--- config.mk ---
export PLATFORM = sky130hd
export DESIGN_NAME = edge_counter_mc
export DESIGN_NICKNAME = d
export VERILOG_FILES = /design/src/rtl/edge_counter_mc.sv
export SDC_FILE = /design/constraint.sdc
export NUM_CORES = 1
export LEC_CHECK = 0
export ABC_CLOCK_PERIOD_IN_PS = 3500
export BUFFER_PORTS_ARGS = -buffer_cell sky130_fd_sc_hd__buf_2
export CORE_UTILIZATION = 45
export CTS_CLUSTER_DIAMETER = 80
export DETAILED_ROUTE_END_ITERATION = 7
export GPL_TIMING_DRIVEN = 0
export MAX_ROUTING_LAYER = met4
export PLACE_DENSITY_LB_ADDON = 0.3
export RECOVER_POWER = 25
export SLEW_MARGIN = 5
export SYNTH_ARGS = -nofsm -noshare
export SYNTH_HDL_FRONTEND = slang
export SYNTH_SLANG_ARGS = --single-unit
export TNS_END_PERCENT = 20
--- constraint.sdc ---
create_clock -name clk -period 3.5 [get_ports clk]
set_clock_uncertainty 0.1 [all_clocks]
set_input_delay 0.35 -clock clk [delete_from_list [all_inputs] [get_ports clk]]
set_output_delay 0.35 -clock clk [all_outputs]
set_load 0.02 [all_outputs]
--- src/rtl/edge_counter_mc.sv ---
// edge_counter_mc: per-channel synchronised edge counter with capture/ack.
// Optional build macro EDGE_CNT_SAT_EN: counters saturate instead of wrap.
module edge_counter_mc #(
    parameter int CH          = 4,
    parameter int W           = 12,
    parameter int SYNC_STAGES = 2,
    parameter int EDGE        = 0
) (
    input  logic            clk,
    input  logic            rst_n,
    input  logic [CH-1:0]   sig_in,
    input  logic [CH-1:0]   enb,
    input  logic [CH-1:0]   cap_ack,
    output logic [CH*W-1:0] cnt,
    output logic [CH*W-1:0] cap,
    output logic [CH-1:0]   cap_valid,
    output logic [CH-1:0]   cap_ovf,
    output logic [CH-1:0]   cap_ovr,
    output logic [CH-1:0]   ovf
);
    localparam logic [W-1:0] ONE = {{(W-1){1'b0}}, 1'b1};

    genvar i;
    for (i = 0; i < CH; i++) begin : g_ch
        logic [SYNC_STAGES-1:0] sync_q;
        logic                   hist_q;
        logic                   enb_d;
        logic                   pulse;
        logic                   closing;
        logic [W-1:0]           cnt_q;
        logic [W-1:0]           cap_q;
        logic                   ovf_q;
        logic                   cap_valid_q;
        logic                   cap_ovf_q;
        logic                   cap_ovr_q;

        // synchroniser chain, edge history flop and delayed enable
        always_ff @(posedge clk or negedge rst_n) begin
            if (!rst_n) begin
                sync_q <= '0;
                hist_q <= 1'b0;
                enb_d  <= 1'b0;
            end else begin
                sync_q <= {sync_q[SYNC_STAGES-2:0], sig_in[i]};
                hist_q <= sync_q[SYNC_STAGES-1];
                enb_d  <= enb[i];
            end
        end

        if (EDGE == 1) begin : g_fall
            assign pulse = ~sync_q[SYNC_STAGES-1] & hist_q;
        end else if (EDGE == 2) begin : g_both
            assign pulse = sync_q[SYNC_STAGES-1] ^ hist_q;
        end else begin : g_rise
            assign pulse = sync_q[SYNC_STAGES-1] & ~hist_q;
        end

        assign closing = enb_d & ~enb[i];

        // live count and window overflow flag; cleared whenever enable is low
        always_ff @(posedge clk or negedge rst_n) begin
            if (!rst_n) begin
                cnt_q <= '0;
                ovf_q <= 1'b0;
            end else if (!enb[i]) begin
                cnt_q <= '0;
                ovf_q <= 1'b0;
            end else if (pulse) begin
                if (&cnt_q) begin
                    ovf_q <= 1'b1;
`ifdef EDGE_CNT_SAT_EN
                    cnt_q <= cnt_q;
`else
                    cnt_q <= '0;
`endif
                end else begin
                    cnt_q <= cnt_q + ONE;
                end
            end
        end

        // capture on falling enable; a new capture beats a same-cycle ack
        always_ff @(posedge clk or negedge rst_n) begin
            if (!rst_n) begin
                cap_q       <= '0;
                cap_valid_q <= 1'b0;
                cap_ovf_q   <= 1'b0;
                cap_ovr_q   <= 1'b0;
            end else if (closing) begin
                cap_q       <= cnt_q;
                cap_ovf_q   <= ovf_q;
                cap_valid_q <= 1'b1;
                if (cap_valid_q && !cap_ack[i]) begin
                    cap_ovr_q <= 1'b1;
                end
            end else if (cap_ack[i]) begin
                cap_valid_q <= 1'b0;
            end
        end

        assign cnt[i*W +: W] = cnt_q;
        assign cap[i*W +: W] = cap_q;
        assign cap_valid[i]  = cap_valid_q;
        assign cap_ovf[i]    = cap_ovf_q;
        assign cap_ovr[i]    = cap_ovr_q;
        assign ovf[i]        = ovf_q;
    end

endmodule

==> report_table.html, run 1 <==
<table>
<tr><th>Metric</th><th>Value</th></tr>
<tr><th colspan="2">Placement</th></tr>
<tr><td>HPWL reported at the end of detailed placement</td><td>7520 um</td></tr>
<tr><td>Worst-case setup slack after placement</td><td>1.54 ns</td></tr>
<tr><td>Total cell area at the placement stage</td><td>0.00632 sq mm</td></tr>
<tr><td>Placer Congestion</td><td>0.812</td></tr>
<tr><td>PortBufs</td><td>125</td></tr>
<tr><th colspan="2">Timing</th></tr>
<tr><td>Final critical delay including setup and external delays</td><td>2.37 ns</td></tr>
<tr><td>Unrepaired setup endpoints after global routing</td><td>no</td></tr>
<tr><td>Final Slew Violations</td><td>34</td></tr>
<tr><td>Total negative slack</td><td>0 ns</td></tr>
<tr><td>Worst max-slew margin expressed relative to the limit</td><td>-29.5%</td></tr>
<tr><td>Period Utilization, post-route</td><td>67.7%</td></tr>
<tr><td>Transition time at the pin with the least slew margin</td><td>1.94 ns</td></tr>
<tr><td>Setup slack after layout</td><td>1.13 ns</td></tr>
<tr><td>Finish-stage setup viols</td><td>0</td></tr>
<tr><td>Peak clock frequency supported by timing</td><td>between 0.4 and 0.5 GHz</td></tr>
<tr><td>Number of hold-slack violations in the final timing report</td><td>0</td></tr>
<tr><td>Hold slack final</td><td>0.114 ns</td></tr>
<tr><th colspan="2">Final layout</th></tr>
<tr><td>Layout overhead on the synthesized area</td><td>27.5%</td></tr>
<tr><td>Final nets</td><td>618</td></tr>
<tr><td>Final antenna diode count</td><td>0</td></tr>
<tr><td>Most frequent cells in the layout</td><td>dfrtp_1, buf_2, mux2_2</td></tr>
<tr><td>Fraction of final layout cells sized beyond drive strength 1</td><td>37.5%</td></tr>
<tr><td>Most common cell after layout, fill and taps aside</td><td>dfrtp_1</td></tr>
<tr><td>Finished layout cell area</td><td>0.00699 sq mm</td></tr>
<tr><th colspan="2">Global route</th></tr>
<tr><td>Number of global-route vias before repair</td><td>3887</td></tr>
<tr><td>First-pass GRT wire length</td><td>18700 um</td></tr>
<tr><td>Remaining global-route overflow</td><td>0</td></tr>
<tr><td>Total routing usage reported by global routing</td><td>about a fifth</td></tr>
<tr><td>Initial antenna violation count</td><td>0</td></tr>
<tr><td>Pin count of the biggest net entering global routing</td><td>96</td></tr>
<tr><th colspan="2">Setup path</th></tr>
<tr><td>Startpoint type of the worst setup path</td><td>primary input</td></tr>
<tr><td>Buf/Inv on CP</td><td>3</td></tr>
<tr><td>Path type of the worst setup path</td><td>primary input to asynchronous set/reset pin</td></tr>
<tr><td>Cell family with most CP delay</td><td>buffers and inverters</td></tr>
<tr><td>Beginning of the worst register-to-register path</td><td>g_ch[0].cnt_q[0]</td></tr>
<tr><td>Chain of cells forming the critical path</td><td>dlygate4sd3_1 &gt; clkbuf_1 &gt; buf_16</td></tr>
<tr><td>Largest incremental delay on the critical path</td><td>between 1 and 1.5 ns</td></tr>
<tr><td>Worst endpoint data arrival time</td><td>2.80 ns</td></tr>
<tr><td>Critical Path Source</td><td>rst_n</td></tr>
<tr><td>Required time of the critical path</td><td>3.93 ns</td></tr>
<tr><td>Slowest library cell on the worst path</td><td>clkbuf_1</td></tr>
<tr><td>Kind of end point of the critical path</td><td>asynchronous set/reset pin</td></tr>
<tr><td>Largest fanout on the critical path</td><td>95</td></tr>
<tr><th colspan="2">CTS</th></tr>
<tr><td>Post-CTS clock slew at the launch and capture registers of the worst setup and hold paths</td><td>0.05 ns</td></tr>
<tr><td># clock sinks</td><td>128</td></tr>
<tr><td>TritonCTS clock tree</td><td>yes</td></tr>
<tr><td>Num CTS Buffers</td><td>17</td></tr>
<tr><td>Number of buffers added for setup after CTS</td><td>0</td></tr>
<tr><td>Max Buffers Root-to-Sink</td><td>2</td></tr>
<tr><td>Clock root buffer</td><td>clkbuf_16</td></tr>
<tr><td>Level count of the clock H-tree</td><td>4</td></tr>
<tr><td>Clk Latency, worst-skew pair</td><td>0.41 ns</td></tr>
<tr><td>Cells resized by post-CTS repair</td><td>0</td></tr>
<tr><th colspan="2">Pwr</th></tr>
<tr><td>Worst voltage drop across the vdd grid</td><td>381 uV</td></tr>
<tr><td>Lkg Pwr</td><td>3.52 nW</td></tr>
<tr><td>Power Density</td><td>502 mW/mm^2</td></tr>
<tr><td>Clock share of power</td><td>50.8%</td></tr>
<tr><td>Flop pwr share</td><td>43.7%</td></tr>
<tr><td>Internal Dissipation</td><td>2.78 mW</td></tr>
<tr><td>Logic pwr share</td><td>roughly 5.5%</td></tr>
<tr><td>Reported net switching power</td><td>around 720 uW</td></tr>
<tr><td>Sw Ratio</td><td>20.7%</td></tr>
<tr><td>Total power draw</td><td>3.51 mW</td></tr>
<tr><th colspan="2">Die</th></tr>
<tr><td>Total core area</td><td>0.0117 sq mm</td></tr>
<tr><td>Number of placed I/O pins</td><td>126</td></tr>
<tr><td>Die width</td><td>112 um</td></tr>
<tr><td>FP Rows</td><td>39</td></tr>
<tr><td>Total Die Area</td><td>0.0126 sq mm</td></tr>
<tr><td>Die span in y</td><td>~110 um</td></tr>
<tr><td>Starting density of the core</td><td>47.0%</td></tr>
<tr><th colspan="2">Drt</th></tr>
<tr><td>Post-detailed-route via-to-cell ratio</td><td>5.13</td></tr>
<tr><td>First DRT Iteration DRCs</td><td>180</td></tr>
<tr><td>Pre-antenna DRT Iters</td><td>8</td></tr>
<tr><td>Antenna Nets Post-Route</td><td>0</td></tr>
<tr><td>DR DRC count</td><td>10</td></tr>
<tr><td>Number of vias in the routed layout</td><td>approximately 3900</td></tr>
<tr><td>Final Routed Wirelength</td><td>~11000 um</td></tr>
<tr><td>Average wire per cell in the routed design</td><td>around 14 um</td></tr>
<tr><th colspan="2">Logic synthesis</th></tr>
<tr><td>Flip-flop and latch count after synthesis</td><td>128</td></tr>
<tr><td>Synthesized instance count</td><td>447</td></tr>
<tr><td>Post-synthesis net count</td><td>465</td></tr>
<tr><td>Library cells used by synthesis</td><td>43</td></tr>
<tr><td>Yosys warns</td><td>0</td></tr>
<tr><td>Seq/Total Area, Yosys</td><td>about three fifths</td></tr>
<tr><td>Share of synthesized area spent on multiplexers</td><td>between 10% and 20%</td></tr>
<tr><td>Adder and majority cell fraction of the synthesized area</td><td>0.914%</td></tr>
<tr><td>Complex-gate fraction of the synthesized area</td><td>7.42%</td></tr>
<tr><td>Netlist area before placement</td><td>0.00548 sq mm</td></tr>
<tr><td>Area share of xor/xnor cells in the synthesized design</td><td>5.12%</td></tr>
<tr><td>Largest family of logic cells by synthesized area</td><td>simple AND/OR/NAND/NOR gates</td></tr>
<tr><td>Mean Syn Cell Area</td><td>12.3 sq um</td></tr>
<tr><td>Post-synthesis share of cell area spent on and, or, nand and nor gates</td><td>14.1%</td></tr>
<tr><th colspan="2">Worst hold path</th></tr>
<tr><td>Hold wc startpoint</td><td>enb[3]</td></tr>
<tr><td>Type of the most critical hold path</td><td>primary input to flop</td></tr>
<tr><th colspan="2">Flow run</th></tr>
<tr><td>Number of maximum-capacitance constraint violations</td><td>1</td></tr>
<tr><th colspan="2">Status</th></tr>
<tr><td>Violations in the final reports</td><td>design-rule violations, max-capacitance violations, max-slew violations</td></tr>
<tr><td>Run status</td><td>finished with violations</td></tr>
</table>
==> cells by family (layout without fill, tap and decap cells) <==
| kind of cell | Yosys count | count (layout) |
|---|---|---|
| buffers and inverters | 34 | 200 |
| XOR/XNOR | 32 | 32 |
| flip-flops | 128 | 128 |
| AND/OR/NAND/NOR | 145 | 145 |
| adder cells (fa/ha/maj) | 4 | 4 |
| multiplexers | 50 | 50 |
| AO/OA/AOI/OAI | 54 | 54 |
==> area by class of cell <==
cell class,instances,area (sq um)
fill,950,4680
timing repair buffer,134,727
buffer,31,191
tap,143,179
clock inverter,5,100
multi-input combinational,285,2070
sequential,128,3200
inverter,3,11.3
clock buffer,27,503
==> per-stage QoR <==
step / instances / util [%]
floorplan: 447 / -
global placement: 715 / 53.9
detailed placement: 716 / 54.2
CTS: 756 / 60.0
global route: 756 / 59.9
finish: 756 / 59.9
==> state kept, by name (all words and copies together) (netlist names) <==
| signal | count |
|---|---|
| g_ch.cap_valid_q | 4 |
| g_ch.ovf_q | 4 |
| g_ch.cap_ovr_q | 4 |
| g_ch.cap_ovf_q | 4 |
| g_ch.cap_q | 48 |
| g_ch.sync_q | 8 |
| g_ch.cnt_q | 48 |
| g_ch.enb_d | 4 |
| g_ch.hist_q | 4 |
==> path summary, 6_finish.rpt <==
kind                                endpoint  slack, ns  cells after the start
max                         g_ch[0].cap_q[7]       1.13                      3
min                            g_ch[3].enb_d       0.11                      1
max reg2reg                 g_ch[0].cnt_q[9]       1.54                      5
min reg2reg                g_ch[1].sync_q[1]       0.25                      0
max in group clk           g_ch[2].cap_q[10]       1.44                      6
min in group asynchronous   g_ch[3].cap_q[3]       0.94                      2
==> per-layer routing <==
metal	GRT usage (%)	vias up	share of wire, %
li1	-	1872	-
met1	24.4	1880	46
met2	30.1	123	49
met3	4.64	6	5.0
met4	8.80	0	0.74
met5	-	-	0
==> synth_stat cells, drive strengths merged <==
master,count,area share [%]
a31oi,1,0.11
nor2b,5,0.57
xnor2,27,4.3
inv,3,0.21
nand2b,11,1.3
a21oi,10,0.91
or2,1,0.11
a21boi,8,1.1
or3,6,0.69
and4,4,0.69
o31ai,6,1.1
o21bai,4,0.55
nand2,34,2.3
ha,4,0.91
and3,4,0.48
nand3,22,2.1
o41ai,1,0.30
nor2,24,1.6
dfrtp,128,58
a211o,1,0.16
a2111oi,5,1.2
a21o,1,0.14
o21ai,9,0.82
xor2,5,0.80
buf,22,2.9
nor4,7,0.80
clkbuf,9,0.64
nand4,11,1.5
and2,13,1.5
mux2,50,10
or4,3,0.41
o21a,3,0.41
a211oi,5,0.69
==> power by group through the flow <==
stage,Combinational (mW),Clock (mW),Sequential (mW)
3_5_place_dp,0.191,0,1.56
6_report,0.193,1.78,1.53
5_1_grt,0.214,1.87,1.54
2_1_floorplan,0.0933,0,1.57
4_1_cts,0.199,1.81,1.53
3_3_place_gp,0.182,0,1.56
==> what timing repair did <==
action,in CTS,in global routing
endpoints found under the setup margin,0,0
hold endpoints to repair,40,0
hold buffers,8,0
(Power assumes the default switching activity.)
==> run 2: changes to the inputs <==
--- a/config.mk
+++ b/config.mk
@@ -5,7 +5,8 @@
 export SDC_FILE = /design/constraint.sdc
 export NUM_CORES = 1
 export LEC_CHECK = 0
-export ABC_CLOCK_PERIOD_IN_PS = 3500
+export ABC_AREA = 1
+export ABC_CLOCK_PERIOD_IN_PS = 2200
 export BUFFER_PORTS_ARGS = -buffer_cell sky130_fd_sc_hd__buf_2
 export CORE_UTILIZATION = 45
 export CTS_CLUSTER_DIAMETER = 80
==> constraint.sdc (replaced) <==
create_clock -name clk -period 2.2 [get_ports clk]
set_clock_uncertainty 0.1 [all_clocks]
set_input_delay 0.22 -clock clk [delete_from_list [all_inputs] [get_ports clk]]
set_output_delay 0.22 -clock clk [all_outputs]
set_load 0.02 [all_outputs]
==> report_table.html, run 2 <==
<table>
<tr><th>Metric</th><th>Value</th></tr>
<tr><th colspan="2">Pwr</th></tr>
<tr><td>Lkg Pwr</td><td>3.73 nW (was 3.52 nW)</td></tr>
<tr><td>Worst voltage drop across the vdd grid</td><td>498 uV (was 381 uV)</td></tr>
<tr><td>Power Density</td><td>822 mW/mm^2 (was 502 mW/mm^2)</td></tr>
<tr><th colspan="2">CTS</th></tr>
<tr><td>TritonCTS clock tree</td><td>yes (unchanged)</td></tr>
<tr><td>Post-CTS clock slew at the launch and capture registers of the worst setup and hold paths</td><td>0.05 ns (about the same)</td></tr>
<tr><td># clock sinks</td><td>128 (unchanged)</td></tr>
<tr><td>Number of buffers added for setup after CTS</td><td>0 (unchanged)</td></tr>
<tr><td>Cells resized by post-CTS repair</td><td>0 (unchanged)</td></tr>
<tr><td>Clock root buffer</td><td>clkbuf_16 (unchanged)</td></tr>
<tr><td>Num CTS Buffers</td><td>17 (unchanged)</td></tr>
<tr><td>Max Buffers Root-to-Sink</td><td>2 (unchanged)</td></tr>
<tr><td>Level count of the clock H-tree</td><td>4 (unchanged)</td></tr>
<tr><td>Clk Latency, worst-skew pair</td><td>0.42 ns (was 0.41 ns)</td></tr>
<tr><th colspan="2">Final layout</th></tr>
<tr><td>Leading registers by flop count</td><td>g_ch.cap_q: 48 flops, g_ch.cnt_q: 48 flops, g_ch.sync_q: 8 flops (unchanged)</td></tr>
<tr><td>Final antenna diode count</td><td>0 (unchanged)</td></tr>
<tr><td>Final nets</td><td>799 (was 618)</td></tr>
<tr><td>Fraction of final layout cells sized beyond drive strength 1</td><td>28.5% (was 37.5%)</td></tr>
<tr><td>Filler-free cell count of the finished design</td><td>962 (was 756)</td></tr>
<tr><td>Layout overhead on the synthesized area</td><td>28.8% (was 27.5%)</td></tr>
<tr><td>Most frequent cells in the layout</td><td>nand2_1, dfrtp_1, buf_2 (was dfrtp_1, buf_2, mux2_2)</td></tr>
<tr><td>Most common cell after layout, fill and taps aside</td><td>nand2_1 (was dfrtp_1)</td></tr>
<tr><td>Final cell utilization of the core</td><td>59.9% (about the same)</td></tr>
<tr><th colspan="2">Timing</th></tr>
<tr><td>Unrepaired setup endpoints after global routing</td><td>no (unchanged)</td></tr>
<tr><td>Finish-stage setup viols</td><td>0 (unchanged)</td></tr>
<tr><td>Final Slew Violations</td><td>0 (was 34)</td></tr>
<tr><td>Total negative slack</td><td>0 ns (unchanged)</td></tr>
<tr><td>Period Utilization, post-route</td><td>77.3%</td></tr>
<tr><td>Transition time at the pin with the least slew margin</td><td>0.528 ns (was 1.94 ns)</td></tr>
<tr><td>Hold slack final</td><td>0.233 ns (was 0.114 ns)</td></tr>
<tr><td>Worst max-slew margin expressed relative to the limit</td><td>64.8% (was -29.5%)</td></tr>
<tr><td>Number of hold-slack violations in the final timing report</td><td>0 (unchanged)</td></tr>
<tr><td>Final critical delay including setup and external delays</td><td>1.70 ns</td></tr>
<tr><td>Peak clock frequency supported by timing</td><td>about 0.59 GHz</td></tr>
<tr><th colspan="2">Drt</th></tr>
<tr><td>Pre-antenna DRT Iters</td><td>4 (was 8)</td></tr>
<tr><td>Post-detailed-route via-to-cell ratio</td><td>4.72 (was 5.13)</td></tr>
<tr><td>DR DRC count</td><td>0 (was 10)</td></tr>
<tr><td>First DRT Iteration DRCs</td><td>210 (was 180)</td></tr>
<tr><td>Average wire per cell in the routed design</td><td>12.7 um (was 14.4 um)</td></tr>
<tr><td>Final Routed Wirelength</td><td>12200 um (was 10900 um)</td></tr>
<tr><td>Number of vias in the routed layout</td><td>4540 (was 3881)</td></tr>
<tr><td>Antenna Nets Post-Route</td><td>0 (unchanged)</td></tr>
<tr><th colspan="2">Global route</th></tr>
<tr><td>Number of global-route vias before repair</td><td>4442 (was 3887)</td></tr>
<tr><td>Initial antenna violation count</td><td>0 (unchanged)</td></tr>
<tr><td>Total routing usage reported by global routing</td><td>21.3% (was 19.5%)</td></tr>
<tr><td>First-pass GRT wire length</td><td>20700 um (was 18700 um)</td></tr>
<tr><td>Pin count of the biggest net entering global routing</td><td>74 (was 96)</td></tr>
<tr><td>Remaining global-route overflow</td><td>0 (unchanged)</td></tr>
<tr><th colspan="2">Die</th></tr>
<tr><td>Total Die Area</td><td>0.0129 sq mm (was 0.0126 sq mm)</td></tr>
<tr><td>Die width</td><td>114 um (was 112 um)</td></tr>
<tr><td>Total core area</td><td>0.0121 sq mm (was 0.0117 sq mm)</td></tr>
<tr><td>FP Rows</td><td>40 (was 39)</td></tr>
<tr><td>Number of placed I/O pins</td><td>126 (unchanged)</td></tr>
<tr><td>Die span in y</td><td>114 um (was 112 um)</td></tr>
<tr><td>Starting density of the core</td><td>46.5% (was 47.0%)</td></tr>
<tr><th colspan="2">Logic synthesis</th></tr>
<tr><td>Top cells by instance count after synthesis</td><td>nand2_1, dfrtp_1, inv_1, o21ai_0, nor2_1 (was dfrtp_1, mux2_2, nand2_1, xnor2_1, nor2_1)</td></tr>
<tr><td>Synthesized instance count</td><td>623 (was 447)</td></tr>
<tr><td>Async set-or-reset flop fraction in the synthesized netlist</td><td>100% (unchanged)</td></tr>
<tr><td>Number of enable flip-flop cells after synthesis</td><td>0 (unchanged)</td></tr>
<tr><td>Post-synthesis net count</td><td>641 (was 465)</td></tr>
<tr><td>Library cells used by synthesis</td><td>30 (was 43)</td></tr>
<tr><td>Largest area contributor in the synthesized netlist</td><td>dfrtp_1 (unchanged)</td></tr>
<tr><td>Netlist area before placement</td><td>0.00561 sq mm (was 0.00548 sq mm)</td></tr>
<tr><td>Seq/Total Area, Yosys</td><td>57.1% (was 58.5%)</td></tr>
<tr><td>Top-count cell post-synth</td><td>nand2_1 (was dfrtp_1)</td></tr>
<tr><td>Main area contributors after synthesis</td><td>dfrtp_1, nand2_1, o21ai_0 (was dfrtp_1, mux2_2, xnor2_1)</td></tr>
<tr><td>Mean Syn Cell Area</td><td>9.01 sq um (was 12.3 sq um)</td></tr>
<tr><td>Yosys warns</td><td>0 (unchanged)</td></tr>
<tr><td>Main synth FF type</td><td>dfrtp_1 (unchanged)</td></tr>
<tr><td>Share of the synthesized area in the top cell type</td><td>57.1% (was 58.5%)</td></tr>
<tr><td>Flip-flop and latch count after synthesis</td><td>128 (unchanged)</td></tr>
<tr><th colspan="2">Flow run</th></tr>
<tr><td>Number of maximum-capacitance constraint violations</td><td>0 (was 1)</td></tr>
<tr><th colspan="2">Worst hold path</th></tr>
<tr><td>Type of the most critical hold path</td><td>primary input to asynchronous set/reset pin (was primary input to flop)</td></tr>
<tr><th colspan="2">Setup path</th></tr>
<tr><td>Path type of the worst setup path</td><td>flop to flop (was primary input to asynchronous set/reset pin)</td></tr>
<tr><td>Startpoint type of the worst setup path</td><td>flop (was primary input)</td></tr>
<tr><td>Kind of end point of the critical path</td><td>flop (was asynchronous set/reset pin)</td></tr>
<tr><td>Largest fanout on the critical path</td><td>6 (was 95)</td></tr>
<tr><td>Worst endpoint data arrival time</td><td>1.91 ns (was 2.80 ns)</td></tr>
<tr><td>Worst reg2reg path depth</td><td>8 (was 5)</td></tr>
<tr><td>Required time of the critical path</td><td>2.41 ns (was 3.93 ns)</td></tr>
<tr><th colspan="2">Placement</th></tr>
<tr><td>PortBufs</td><td>125 (unchanged)</td></tr>
<tr><td>Total placed cells including tap cells</td><td>917 (was 716)</td></tr>
<tr><td>HPWL reported at the end of detailed placement</td><td>8840 um (was 7520 um)</td></tr>
<tr><td>Placer Congestion</td><td>0.854 (was 0.812)</td></tr>
<tr><th colspan="2">Status</th></tr>
<tr><td>Run status</td><td>finished, final reports clean (was finished with violations)</td></tr>
</table>
[run 2: area by class of cell]
class	count	area, sq um
flip-flops and latches	128	3200
well taps	168	210
plain buffers	25	175
multi-input cells	385	1910
repair buffers	139	782
fillers	1021	4840
inverters	85	319
clock inverters	11	161
clock buffers	21	460
[run 2: critical path, stage by stage, from the launching register on]
cell,delay [ns]
dfrtp_1,0.44
ha_1,0.23
nand2_2,0.08
nor2_4,0.15
nand3_4,0.11
o21ai_4,0.23
inv_2,0.11
nand2_1,0.09
nor2_2,0.04
[run 2: final timing paths]
kind                              startpoint                end  slack (ns)
max                         g_ch[0].cnt_q[1]  g_ch[0].cnt_q[11]        0.50
min reg2reg                g_ch[0].sync_q[0]  g_ch[0].sync_q[1]        0.25
max in group asynchronous              rst_n      g_ch[2].enb_d        1.04
min in group clk           g_ch[0].sync_q[0]  g_ch[0].sync_q[1]        0.25
min                                    rst_n  g_ch[3].cap_ovf_q        0.23
max reg2reg                 g_ch[0].cnt_q[1]  g_ch[0].cnt_q[11]        0.50
[run 2: repair_timing]
action                     in CTS  in global routing
hold buffers                   13                  0
hold endpoints to repair       74                  0
setup endpoints to repair       0                  0
[run 2: stage by stage]
step	worst slack (ns)	area, sq um	power [mW]
after global routing	0.393	7230	6.16
after floorplan	0.621	5610	2.83
after global placement	-0.806	6450	3.02
after detailed placement	0.507	6480	3.04
after CTS	0.503	7230	6.00
final	0.499	7230	5.94
[run 2: logic make-up (layout without fill, tap and decap cells)]
group	count (synthesis)	count (layout)	synth area share [%]
xor+xnor	6	6	0.936
flops	128	128	57.1
compound gates	94	94	9.12
mux	2	2	0.401
buf+inv	110	281	8.81
fa+ha+maj	4	4	0.892
simple gates	279	279	22.8
[run 2: layer usage]
metal / wire length [um] / global-route usage, % / up-vias
met5: 0 / - / -
met4: 278 / 9.91 / 0
met3: 524 / 5.26 / 26
met2: 5810 / 32.7 / 121
met1: 5600 / 26.7 / 2119
li1: - / - / 2274
[run 2: power breakdown]
| part | switching (mW) | internal (mW) |
|---|---|---|
| Clock | 0.982 | 1.94 |
| Sequential | 0.0611 | 2.45 |
| Combinational | 0.324 | 0.179 |
| Total | 1.37 | 4.57 |
==> run 3: changes to the inputs <==
--- a/config.mk
+++ b/config.mk
@@ -5,8 +5,8 @@
 export SDC_FILE = /design/constraint.sdc
 export NUM_CORES = 1
 export LEC_CHECK = 0
-export ABC_AREA = 1
-export ABC_CLOCK_PERIOD_IN_PS = 2200
+export ABC_AREA = 0
+export ABC_CLOCK_PERIOD_IN_PS = 1600
 export BUFFER_PORTS_ARGS = -buffer_cell sky130_fd_sc_hd__buf_2
 export CORE_UTILIZATION = 45
 export CTS_CLUSTER_DIAMETER = 80
==> constraint.sdc (replaced) <==
create_clock -name clk -period 1.6 [get_ports clk]
set_clock_uncertainty 0.1 [all_clocks]
set_input_delay 0.16 -clock clk [delete_from_list [all_inputs] [get_ports clk]]
set_output_delay 0.16 -clock clk [all_outputs]
set_load 0.02 [all_outputs]
==> report_table.html, run 3 (synthesis gave the netlist of run 1 again) <==
<table>
<tr><th>Metric</th><th>Value</th></tr>
<tr><th colspan="2">Timing</th></tr>
<tr><td>Final Slew Violations</td><td>0 (unchanged)</td></tr>
<tr><td>Final critical delay including setup and external delays</td><td>1.72 ns (was 1.70 ns)</td></tr>
<tr><td>Worst max-slew margin expressed relative to the limit</td><td>41.0% (was 64.8%)</td></tr>
<tr><td>Unrepaired setup endpoints after global routing</td><td>yes (was no)</td></tr>
<tr><td>Number of hold-slack violations in the final timing report</td><td>0 (unchanged)</td></tr>
<tr><td>Total negative slack</td><td>-0.954 ns (was 0 ns)</td></tr>
<tr><td>Transition time at the pin with the least slew margin</td><td>0.885 ns (was 0.528 ns)</td></tr>
<tr><td>Finish-stage setup viols</td><td>13 (was 0)</td></tr>
<tr><td>Hold slack final</td><td>0.112 ns (was 0.233 ns)</td></tr>
<tr><td>Peak clock frequency supported by timing</td><td>0.583 GHz (was 0.588 GHz)</td></tr>
<tr><td>Setup slack after layout</td><td>-0.116 ns (was 0.499 ns)</td></tr>
<tr><td>Period Utilization, post-route</td><td>107% (was 77.3%)</td></tr>
<tr><th colspan="2">Status</th></tr>
<tr><td>Violations in the final reports</td><td>design-rule violations, negative setup slack</td></tr>
<tr><td>Run status</td><td>finished with violations (was finished, final reports clean)</td></tr>
<tr><th colspan="2">Drt</th></tr>
<tr><td>First DRT Iteration DRCs</td><td>209 (was 210)</td></tr>
<tr><td>Average wire per cell in the routed design</td><td>15.0 um (was 12.7 um)</td></tr>
<tr><td>Number of vias in the routed layout</td><td>4074 (was 4540)</td></tr>
<tr><td>Post-detailed-route via-to-cell ratio</td><td>5.23 (was 4.72)</td></tr>
<tr><td>Pre-antenna DRT Iters</td><td>8 (was 4)</td></tr>
<tr><td>DR DRC count</td><td>9 (was 0)</td></tr>
<tr><td>Final Routed Wirelength</td><td>11700 um (was 12200 um)</td></tr>
<tr><td>Antenna Nets Post-Route</td><td>0 (unchanged)</td></tr>
<tr><th colspan="2">Placement</th></tr>
<tr><td>Placer Congestion</td><td>0.822 (was 0.854)</td></tr>
<tr><td>Total cell area at the placement stage</td><td>0.00635 sq mm (was 0.00648 sq mm)</td></tr>
<tr><td>Worst-case setup slack after placement</td><td>-0.181 ns (was 0.507 ns)</td></tr>
<tr><td>HPWL reported at the end of detailed placement</td><td>7600 um (was 8840 um)</td></tr>
<tr><td>PortBufs</td><td>125 (unchanged)</td></tr>
<tr><td>Total placed cells including tap cells</td><td>716 (was 917)</td></tr>
<tr><th colspan="2">Final layout</th></tr>
<tr><td>Finished layout cell area</td><td>0.00737 sq mm (was 0.00723 sq mm)</td></tr>
<tr><td>Final nets</td><td>641 (was 799)</td></tr>
<tr><td>Most frequent cells in the layout</td><td>buf_2, dfrtp_1, mux2_2 (was nand2_1, dfrtp_1, buf_2)</td></tr>
<tr><td>Filler-free cell count of the finished design</td><td>779 (was 962)</td></tr>
<tr><td>Final cell utilization of the core</td><td>63.2% (was 59.9%)</td></tr>
<tr><td>Layout overhead on the synthesized area</td><td>34.5% (was 28.8%)</td></tr>
<tr><td>Leading registers by flop count</td><td>g_ch.cap_q: 48 flops, g_ch.cnt_q: 48 flops, g_ch.sync_q: 8 flops (unchanged)</td></tr>
<tr><td>Final antenna diode count</td><td>0 (unchanged)</td></tr>
<tr><td>Most common cell after layout, fill and taps aside</td><td>buf_2 (was nand2_1)</td></tr>
<tr><td>Fraction of final layout cells sized beyond drive strength 1</td><td>47.8% (was 28.5%)</td></tr>
<tr><th colspan="2">Die</th></tr>
<tr><td>Total Die Area</td><td>0.0126 sq mm (was 0.0129 sq mm)</td></tr>
<tr><td>Die width</td><td>112 um (was 114 um)</td></tr>
<tr><td>Starting density of the core</td><td>47.0% (was 46.5%)</td></tr>
<tr><td>Die span in y</td><td>112 um (was 114 um)</td></tr>
<tr><td>Total core area</td><td>0.0117 sq mm (was 0.0121 sq mm)</td></tr>
<tr><td>Number of placed I/O pins</td><td>126 (unchanged)</td></tr>
<tr><td>FP Rows</td><td>39 (was 40)</td></tr>
<tr><th colspan="2">Setup path</th></tr>
<tr><td>Required time of the critical path</td><td>1.80 ns (was 2.41 ns)</td></tr>
<tr><td>Kind of end point of the critical path</td><td>flop (unchanged)</td></tr>
<tr><td>Largest fanout on the critical path</td><td>6 (unchanged)</td></tr>
<tr><td>Path type of the worst setup path</td><td>flop to flop (unchanged)</td></tr>
<tr><td>Worst endpoint data arrival time</td><td>1.91 ns (about the same)</td></tr>
<tr><td>Startpoint type of the worst setup path</td><td>flop (unchanged)</td></tr>
<tr><th colspan="2">Pwr</th></tr>
<tr><td>Worst voltage drop across the vdd grid</td><td>723 uV (was 498 uV)</td></tr>
<tr><td>Lkg Pwr</td><td>3.65 nW (was 3.73 nW)</td></tr>
<tr><td>Power Density</td><td>1010 mW/mm^2 (was 822 mW/mm^2)</td></tr>
<tr><td>Total power draw</td><td>7.42 mW (was 5.94 mW)</td></tr>
<tr><th colspan="2">CTS</th></tr>
<tr><td>Clock root buffer</td><td>clkbuf_16 (unchanged)</td></tr>
<tr><td>TritonCTS clock tree</td><td>yes (unchanged)</td></tr>
<tr><td>Post-CTS clock slew at the launch and capture registers of the worst setup and hold paths</td><td>0.05 ns (about the same)</td></tr>
<tr><td>Clk Latency, worst-skew pair</td><td>0.41 ns (was 0.42 ns)</td></tr>
<tr><td># clock sinks</td><td>128 (unchanged)</td></tr>
<tr><td>Num CTS Buffers</td><td>17 (unchanged)</td></tr>
<tr><td>Max Buffers Root-to-Sink</td><td>2 (unchanged)</td></tr>
<tr><td>Level count of the clock H-tree</td><td>4 (unchanged)</td></tr>
<tr><th colspan="2">Global route</th></tr>
<tr><td>Pin count of the biggest net entering global routing</td><td>67 (was 74)</td></tr>
<tr><td>First-pass GRT wire length</td><td>19200 um (was 20700 um)</td></tr>
<tr><td>Remaining global-route overflow</td><td>0 (unchanged)</td></tr>
<tr><td>Total routing usage reported by global routing</td><td>20.0% (was 21.3%)</td></tr>
<tr><td>Initial antenna violation count</td><td>0 (unchanged)</td></tr>
<tr><td>Number of global-route vias before repair</td><td>4011 (was 4442)</td></tr>
<tr><th colspan="2">Worst hold path</th></tr>
<tr><td>Type of the most critical hold path</td><td>primary input to flop (was primary input to asynchronous set/reset pin)</td></tr>
<tr><th colspan="2">Flow run</th></tr>
<tr><td>Number of maximum-capacitance constraint violations</td><td>0 (unchanged)</td></tr>
</table>
run 3: final cells by class:
class | instances | area (sq um)
fillers | 899 | 4300
flip-flops and latches | 128 | 3230
multi-input cells | 285 | 2270
repair buffers | 157 | 916
clock buffers | 26 | 499
plain buffers | 31 | 203
well taps | 143 | 179
clock inverters | 6 | 55.1
inverters | 3 | 11.3
run 3: worst paths after layout:
path / startpoint / cells after the start / end / slack (ns)
worst max-delay path: g_ch[3].cnt_q[1] / 6 / g_ch[3].cnt_q[11] / -0.12
worst min-delay path: enb[2] / 3 / g_ch[2].cnt_q[8] / 0.11
worst max register to register: g_ch[3].cnt_q[1] / 6 / g_ch[3].cnt_q[11] / -0.12
worst min register to register: g_ch[0].sync_q[0] / 0 / g_ch[0].sync_q[1] / 0.25
max in group asynchronous: rst_n / 3 / g_ch[3].cnt_q[5] / 0.27
min in group asynchronous: rst_n / 2 / g_ch[1].cnt_q[0] / 0.32
run 3: repair_timing:
action | in CTS | in global routing
pin swaps | 7 | 9
resized for setup | 24 | 47
setup buffers | 7 | 11
setup endpoints to repair | 27 | 66
hold buffers | 13 | 0
hold endpoints to repair | 78 | 0
cloned | 0 | 0
run 3: power breakdown:
group / leakage [nW] / switching (mW) / total [mW] / internal, mW
Clock: 0.278 / 1.30 / 3.59 / 2.29
Combinational: 1.69 / 0.278 / 0.476 / 0.198
Sequential: 1.69 / 0.0454 / 3.36 / 3.31
run 3: per-layer routing:
layer	routed length, um	share of wire, %	global-route usage [%]
met5	0	0	-
met4	221	1.9	9.16
met3	603	5.2	5.02
met2	5930	51	31.9
met1	4890	42	24.1
run 3: worst max-delay path, cell delays in order (launching register included):
cell     delay [ns]
dfrtp_2        0.40
ha_4           0.15
nand3_4        0.11
or3_4          0.38
o31ai_4        0.24
buf_4          0.17
nor2_1         0.05
